`config.mk`:
```
export PLATFORM = sky130hd
export DESIGN_NAME = fpalu_sub_iter_flat
export DESIGN_NICKNAME = d
export VERILOG_FILES = /design/src/rtl/fpalu_sub_iter_pkg.sv /design/src/rtl/fpalu_sub_iter_if.sv /design/src/rtl/fpalu_sub_iter_unpack.sv /design/src/rtl/fpalu_sub_iter.sv /design/src/flat_wrapper.sv
export SDC_FILE = /design/constraint.sdc
export NUM_CORES = 1
export LEC_CHECK = 0
export CAP_MARGIN = 20
export CORE_AREA = 2 2 138 140
export DETAILED_ROUTE_END_ITERATION = 6
export DIE_AREA = 0 0 140 142
export PLACE_DENSITY = 0.74
export SETUP_SLACK_MARGIN = 0.05
export SYNTH_ARGS = -nofsm -noshare
export SYNTH_HDL_FRONTEND = slang
export SYNTH_SLANG_ARGS = --single-unit
```
`constraint.sdc`:
```
create_clock -name clk -period 10.55 [get_ports clk]
set_clock_uncertainty 0.1 [all_clocks]
set_input_delay 2.11 -clock clk [delete_from_list [all_inputs] [get_ports clk]]
set_output_delay 2.11 -clock clk [all_outputs]
set_load 0.05 [all_outputs]
```
`src/rtl/fpalu_sub_iter_pkg.sv`:
```
// Shared FP ALU definitions: field widths, FSM states, unpacked operand layout.
// No logic of its own; latency not applicable.
// No handshake of its own; backpressure not applicable.
package fpalu_pkg;

  localparam int FP_W  = 32;
  localparam int EXP_W = 8;
  localparam int SIG_W = 23;

  localparam logic [EXP_W-1:0] EXP_MAX = 8'hFF;

  // Quiet NaN returned whenever an operand is NaN or Inf.
  localparam logic [FP_W-1:0] NAN_OUT_DEFAULT = 32'h7FC0_0000;

  typedef enum logic [2:0] {
    IDLE,
    ALIGN,
    ADD,
    NORM,
    DONE
  } state_t;

  // Sign, biased exponent and significand with the hidden bit restored.
  typedef struct packed {
    logic             neg;
    logic [EXP_W-1:0] exp;
    logic [SIG_W:0]   sig;
  } operand_t;

endpackage

```
`src/rtl/fpalu_sub_iter_if.sv`:
```
// Operand/result handshake bundle between a producer/consumer and the FP subtractor.
// Wires only; adds no latency.
// valid/ready on both the operand side and the result side.
interface fpalu_sub_iter_if;
  import fpalu_pkg::*;

  logic            in_valid;
  logic            in_ready;
  logic [FP_W-1:0] a_input;
  logic [FP_W-1:0] b_input;
  logic            out_valid;
  logic            out_ready;
  logic [FP_W-1:0] diff;
  logic            ovf;
  logic            unf;
  logic            nan;

  // Producer/consumer side (drives operands, takes results).
  modport master (
    output in_valid, a_input, b_input, out_ready,
    input  in_ready, out_valid, diff, ovf, unf, nan
  );

  // Arithmetic unit side.
  modport slave (
    input  in_valid, a_input, b_input, out_ready,
    output in_ready, out_valid, diff, ovf, unf, nan
  );

endinterface

```
`src/rtl/fpalu_sub_iter_unpack.sv`:
```
// Unpacks two operands (b negated), orders them by magnitude and computes the alignment shift.
// Purely combinational, zero latency.
// No handshake; the caller samples the outputs when it accepts.
module fpalu_unpack
  import fpalu_pkg::*;
(
  input  logic [FP_W-1:0]  a_input,
  input  logic [FP_W-1:0]  b_input,
  output logic             sign_l,
  output logic [EXP_W-1:0] exp_l,
  output logic [SIG_W:0]   sig_l,
  output logic [SIG_W:0]   sig_s,
  output logic [4:0]       cnt,
  output logic             eff_sub,
  output logic             is_nan
);

  operand_t         op_a;
  operand_t         op_b;
  logic             swap;
  logic [EXP_W-1:0] exp_s;
  logic [EXP_W-1:0] exp_gap;

  // Unpack with denormal flush, pick the larger magnitude as L, clamp the shift at 25.
  always_comb begin
    op_a.neg = a_input[FP_W-1];
    op_a.exp = a_input[FP_W-2:SIG_W];
    op_a.sig = (op_a.exp == '0) ? '0 : {1'b1, a_input[SIG_W-1:0]};
    op_b.neg = ~b_input[FP_W-1];
    op_b.exp = b_input[FP_W-2:SIG_W];
    op_b.sig = (op_b.exp == '0) ? '0 : {1'b1, b_input[SIG_W-1:0]};

    swap    = {op_b.exp, op_b.sig} > {op_a.exp, op_a.sig};
    sign_l  = swap ? op_b.neg : op_a.neg;
    exp_l   = swap ? op_b.exp : op_a.exp;
    exp_s   = swap ? op_a.exp : op_b.exp;
    sig_l   = swap ? op_b.sig : op_a.sig;
    sig_s   = swap ? op_a.sig : op_b.sig;

    exp_gap = exp_l - exp_s;
    cnt     = (exp_gap > 8'd25) ? 5'd25 : exp_gap[4:0];
    eff_sub = op_a.neg ^ op_b.neg;
    is_nan  = (op_a.exp == EXP_MAX) || (op_b.exp == EXP_MAX);
  end

endmodule

```
`src/rtl/fpalu_sub_iter.sv`:
```
// Iterative single-precision a - b with truncation, one-bit-per-cycle align and normalise.
// Latency cnt + n + 3 edges after accept (NaN/Inf completes on the accept edge).
// Accepts only when idle; result held in DONE until out_ready, no data loss.
module fpalu_sub_iter
  import fpalu_pkg::*;
#(
  parameter logic [FP_W-1:0] NAN_OUT = NAN_OUT_DEFAULT
) (
  input logic              clk,
  input logic              rst_n,
  fpalu_sub_iter_if.slave  bus
);

  state_t           state_q, state_d;
  logic [4:0]       cnt_q, cnt_d;
  logic             sign_q, sign_d;
  logic             sub_q, sub_d;
  logic [EXP_W-1:0] exp_q, exp_d;
  logic [SIG_W:0]   sig_l_q, sig_l_d;
  logic [SIG_W:0]   sig_s_q, sig_s_d;
  logic [SIG_W+1:0] sum_q, sum_d;
  logic [FP_W-1:0]  diff_q, diff_d;
  logic             ovf_q, ovf_d;
  logic             unf_q, unf_d;
  logic             nan_q, nan_d;

  logic             u_sign_l;
  logic [EXP_W-1:0] u_exp_l;
  logic [SIG_W:0]   u_sig_l;
  logic [SIG_W:0]   u_sig_s;
  logic [4:0]       u_cnt;
  logic             u_eff_sub;
  logic             u_is_nan;

  fpalu_unpack u_unpack (
    .a_input (bus.a_input),
    .b_input (bus.b_input),
    .sign_l  (u_sign_l),
    .exp_l   (u_exp_l),
    .sig_l   (u_sig_l),
    .sig_s   (u_sig_s),
    .cnt     (u_cnt),
    .eff_sub (u_eff_sub),
    .is_nan  (u_is_nan)
  );

  assign bus.in_ready  = (state_q == IDLE);
  assign bus.out_valid = (state_q == DONE);
  assign bus.diff      = diff_q;
  assign bus.ovf       = ovf_q;
  assign bus.unf       = unf_q;
  assign bus.nan       = nan_q;

  // Next-state and datapath: each state performs at most one shift per cycle.
  always_comb begin
    state_d = state_q;
    cnt_d   = cnt_q;
    sign_d  = sign_q;
    sub_d   = sub_q;
    exp_d   = exp_q;
    sig_l_d = sig_l_q;
    sig_s_d = sig_s_q;
    sum_d   = sum_q;
    diff_d  = diff_q;
    ovf_d   = ovf_q;
    unf_d   = unf_q;
    nan_d   = nan_q;

    case (state_q)
      IDLE: begin
        if (bus.in_valid) begin
          ovf_d = 1'b0;
          unf_d = 1'b0;
          nan_d = 1'b0;
          if (u_is_nan) begin
            diff_d  = NAN_OUT;
            nan_d   = 1'b1;
            state_d = DONE;
          end else begin
            sign_d  = u_sign_l;
            exp_d   = u_exp_l;
            sig_l_d = u_sig_l;
            sig_s_d = u_sig_s;
            cnt_d   = u_cnt;
            sub_d   = u_eff_sub;
            state_d = ALIGN;
          end
        end
      end
      ALIGN: begin
        if (cnt_q != 5'd0) begin
          sig_s_d = sig_s_q >> 1;
          cnt_d   = cnt_q - 5'd1;
        end else begin
          state_d = ADD;
        end
      end
      ADD: begin
        // L has the larger magnitude, so the difference can never go negative.
        sum_d   = sub_q ? ({1'b0, sig_l_q} - {1'b0, sig_s_q})
                        : ({1'b0, sig_l_q} + {1'b0, sig_s_q});
        state_d = NORM;
      end
      NORM: begin
        if (sum_q == '0) begin
          diff_d  = '0;
          state_d = DONE;
        end else if (sum_q[SIG_W+1]) begin
          sum_d = sum_q >> 1;
          exp_d = exp_q + 8'd1;
          if (exp_q == EXP_MAX - 8'd1) begin
            diff_d  = {sign_q, EXP_MAX, {SIG_W{1'b0}}};
            ovf_d   = 1'b1;
            state_d = DONE;
          end
        end else if (!sum_q[SIG_W]) begin
          if (exp_q == 8'd1) begin
            diff_d  = '0;
            unf_d   = 1'b1;
            state_d = DONE;
          end else begin
            sum_d = {sum_q[SIG_W:0], 1'b0};
            exp_d = exp_q - 8'd1;
          end
        end else begin
          diff_d  = {sign_q, exp_q, sum_q[SIG_W-1:0]};
          state_d = DONE;
        end
      end
      DONE: begin
        if (bus.out_ready) state_d = IDLE;
      end
      default: state_d = IDLE;
    endcase
  end

  // State and datapath registers; reset discards any in-flight operation.
  always_ff @(posedge clk or negedge rst_n) begin
    if (!rst_n) begin
      state_q <= IDLE;
      cnt_q   <= '0;
      sign_q  <= 1'b0;
      sub_q   <= 1'b0;
      exp_q   <= '0;
      sig_l_q <= '0;
      sig_s_q <= '0;
      sum_q   <= '0;
      diff_q  <= '0;
      ovf_q   <= 1'b0;
      unf_q   <= 1'b0;
      nan_q   <= 1'b0;
    end else begin
      state_q <= state_d;
      cnt_q   <= cnt_d;
      sign_q  <= sign_d;
      sub_q   <= sub_d;
      exp_q   <= exp_d;
      sig_l_q <= sig_l_d;
      sig_s_q <= sig_s_d;
      sum_q   <= sum_d;
      diff_q  <= diff_d;
      ovf_q   <= ovf_d;
      unf_q   <= unf_d;
      nan_q   <= nan_d;
    end
  end

endmodule

```
`src/flat_wrapper.sv`:
```
// flat-port wrapper written by rule: the top's interface ports become plain ports
module fpalu_sub_iter_flat import fpalu_pkg::*;
#(
  parameter logic [FP_W-1:0] NAN_OUT = NAN_OUT_DEFAULT
)
  (clk, rst_n, bus_in_valid, bus_a_input, bus_b_input, bus_out_ready, bus_in_ready, bus_out_valid, bus_diff, bus_ovf, bus_unf, bus_nan);
  fpalu_sub_iter_if bus_i ();
  input logic clk;
  input logic rst_n;
  input wire logic [$bits(bus_i.in_valid)-1:0] bus_in_valid;
  input wire logic [$bits(bus_i.a_input)-1:0] bus_a_input;
  input wire logic [$bits(bus_i.b_input)-1:0] bus_b_input;
  input wire logic [$bits(bus_i.out_ready)-1:0] bus_out_ready;
  output wire logic [$bits(bus_i.in_ready)-1:0] bus_in_ready;
  output wire logic [$bits(bus_i.out_valid)-1:0] bus_out_valid;
  output wire logic [$bits(bus_i.diff)-1:0] bus_diff;
  output wire logic [$bits(bus_i.ovf)-1:0] bus_ovf;
  output wire logic [$bits(bus_i.unf)-1:0] bus_unf;
  output wire logic [$bits(bus_i.nan)-1:0] bus_nan;
  assign bus_i.in_valid = bus_in_valid;
  assign bus_i.a_input = bus_a_input;
  assign bus_i.b_input = bus_b_input;
  assign bus_i.out_ready = bus_out_ready;
  assign bus_in_ready = bus_i.in_ready;
  assign bus_out_valid = bus_i.out_valid;
  assign bus_diff = bus_i.diff;
  assign bus_ovf = bus_i.ovf;
  assign bus_unf = bus_i.unf;
  assign bus_nan = bus_i.nan;
  fpalu_sub_iter #(.NAN_OUT(NAN_OUT)) u_core (.clk(clk), .rst_n(rst_n), .bus(bus_i));
endmodule
```
==> run summary <==
Result of the run: finished with violations
Violated checks: design-rule violations
Initial DRT Pass Iterations: 7
Max Fanout on Critical Path: 40
Max_cap viols: 0
Clock slew seen by the registers of the worst setup and hold paths: 0.06 ns
Wire length after detailed routing: 24900 microns
Synthesized instance count: 1180
Row Count: 50
CTS Buf Count: 17
Endpoints failing hold: 0
Part of the cycle the worst path needs: 72.9%
All-layer global routing usage: 25.5%
Critical Path RT: 10.76 ns
Count of flip-flops with a built-in enable after synthesis: 0
Cell area after layout: 0.0111 sq mm
Vias per inst: 5.94
Filler cell count in the final layout: 1609
Final worst hold slack: 0.375 ns
DRT met1 WL: 12200 microns
Uppermost layer routed: met4
Fraction of final layout cells with drive strength greater than 1: 5.59%
Post-detail-place hpwl: 18400 microns
Area growth syn-to-layout: 18.1%
Worst max-slew margin expressed relative to the limit: 31.1%
Commonest non-fill, non-tap cells in the layout: nor2_1, nand2_1, a21oi_1
Crit path capture type: flop
Clock latency reported for the late side of the worst-skew pair: 0.43 ns
Utilization after layout: 60.2%
Most common library cell in the layout ignoring fill and taps: nor2_1
Number of global-route vias before repair: 7979
Routed wire length on met2: 10800 microns
Ant diodes: 0
Port bufs: 104
Final-report setup violation count: 0
Root buffer cell: clkbuf_16
Data arrival time of the critical path: 7.90 ns
Share of the yosys chip area belonging to registers: 33.5%
Post-layout minimum cycle time: 7.69 ns
Initial antenna violation count: 0
Max Root-Sink Buffers: 2
Maximum operating frequency: 130 MHz
Number of nets in the layout: 1373
Worst IR Drop VDD: 0.153 mV
Mapped cell area: 0.00941 sq mm
Nets in the synthesized netlist: 1312
Number of post-CTS setup repair buffers: 0
Post-DR wirelength/cell: 16.7 microns
CTS tree: yes
Resize count post-CTS: 0
Setup slack after placement: 2.42 ns
Floorplan core area: 0.0185 sq mm
Global-route wire length before repair: 41000 microns
Total die area: 0.0199 sq mm
Detail Route met3 WL: 1580 microns
Worst Max-Slew Pin Slew: 1.03 ns
Starting density of the core: 51.0%
Power density relative to cell area: 365 mW/mm^2
Average instance area after synthesis: 7.97 sq um
Setup TNS: 0 ns
Setup repair after global routing missed its margin: false
Worst hold path class: reg2reg
Setup CP Type: in2reg
Crit path setup slack, layout: 2.86 ns
CTS H-tree depth: 4
Kind of launch point of the worst setup path: input pin
Clock net sink count: 126
Fraction of registers with async set/reset: 100%
Count of state elements after synthesis: 126
Detailed-route DRC error count: 9
Dominant register cell in the synthesized netlist: dfrtp_1
Leakage power total: 0.00481 uW
Largest net degree at the start of global routing: 76
Number of hold buffers added after CTS: 0
Die outline width: 140 microns
Placed standard-cell area: 0.0105 sq mm
Violation count after the first detailed-route iteration: 954
Routed Antenna Nets: 0
Count of distinct cell types in the synthesized netlist: 77
Total number of vias: 8840
Die height: 142 microns
I/O pin count: 105
Total overflow reported by the global router: 0
Gpl congestion: 0.898
Number of warnings issued by yosys: 0
Max-slew violations: 0
[cells in the mapped netlist, drive strengths merged, types with 16 or more instances]
master | number | share of area [%]
a21o | 16 | 1.3
a21oi | 131 | 7.0
a222oi | 17 | 1.8
a22o | 24 | 2.2
a31oi | 40 | 2.7
and2 | 30 | 2.0
buf | 17 | 1.1
clkbuf | 56 | 2.2
dfrtp | 126 | 34
ha | 63 | 8.4
inv | 38 | 1.5
nand2 | 132 | 5.3
nand3 | 41 | 2.2
nor2 | 150 | 6.0
nor3 | 24 | 1.4
o21ai | 71 | 3.8
xnor2 | 43 | 4.0
[final timing paths]
path                                                    to  cells after the start                             from  slack [ns]
min reg2reg                u_core.bus.diff[25]$_DFFE_PN0P_                      2  u_core.bus.diff[25]$_DFFE_PN0P_        0.37
min                        u_core.bus.diff[25]$_DFFE_PN0P_                      2  u_core.bus.diff[25]$_DFFE_PN0P_        0.37
max in group asynchronous  u_core.bus.diff[11]$_DFFE_PN0P_                      2                            rst_n        7.33
max                            u_core.cnt_q[2]$_DFFE_PN0P_                     17                  bus_b_input[28]        2.86
min in group asynchronous      u_core.cnt_q[4]$_DFFE_PN0P_                      1                            rst_n        1.63
max reg2reg                   u_core.sum_q[23]$_DFFE_PN0P_                     14         u_core.sub_q$_DFFE_PN0P_        5.88
[sequential cells by signal, indices dropped and copies added (netlist names)]
register / count
u_core.bus.diff: 32
u_core.bus.nan: 1
u_core.bus.ovf: 1
u_core.bus.unf: 1
u_core.cnt_q: 5
u_core.exp_q: 8
u_core.sig_l_q: 24
u_core.sig_s_q: 24
u_core.sign_q: 1
u_core.state_q: 3
u_core.sub_q: 1
u_core.sum_q: 25
[per-stage QoR]
step                      total power [uW]  std cells
after floorplan                       2870       1180
after global placement                3390       1456
after detailed placement              3450       1456
after CTS                             4040       1487
after global routing                  4400       1487
final                                 4050       1487
[critical path, stage by stage]
cell	delay [ns]
clkdlybuf4s50_1	0.52
nor4_1	0.38
nand2_1	0.56
and2_1	0.42
ha_1	0.32
nand4_1	0.16
or4_1	0.66
a21oi_1	0.17
or3_1	0.29
a21o_2	0.72
nand2_1	0.19
a2bb2oi_1	0.19
nor3b_1	0.18
a211oi_1	0.27
a22oi_1	0.14
o31a_4	0.39
a31o_1	0.21
[report_power, final]
group	leakage [uW]	switching, uW	internal (uW)
Sequential	0.00151	285	716
Combinational	0.00300	1410	1070
Clock	0.000289	211	364
Total	0.00481	1900	2150
[metal layers]
layer  vias up  track usage (%)
li1       4395                -
met1      4077             39.0
met2       344             38.0
met3        24             3.90
met4         0             6.27
met5         -                0
[logic make-up after synthesis]
family,share of synthesized area (%)
xor+xnor,5.03
simple gates,22.4
compound gates,24.8
mux,0.771
buf+inv,4.91
fa+ha+maj,8.59
flops,33.5
[cell type report]
class	instances	area, sq um	share of cell area [%]
Clock buffer	21	470	4.23
Clock inverter	10	114	1.02
Inverter	38	143	1.28
Multi-Input combinational cell	943	5820	52.4
Sequential cell	126	3150	28.4
Tap cell	234	293	2.64
Timing Repair Buffer	115	1120	10.1
(Power assumes the default switching activity.)
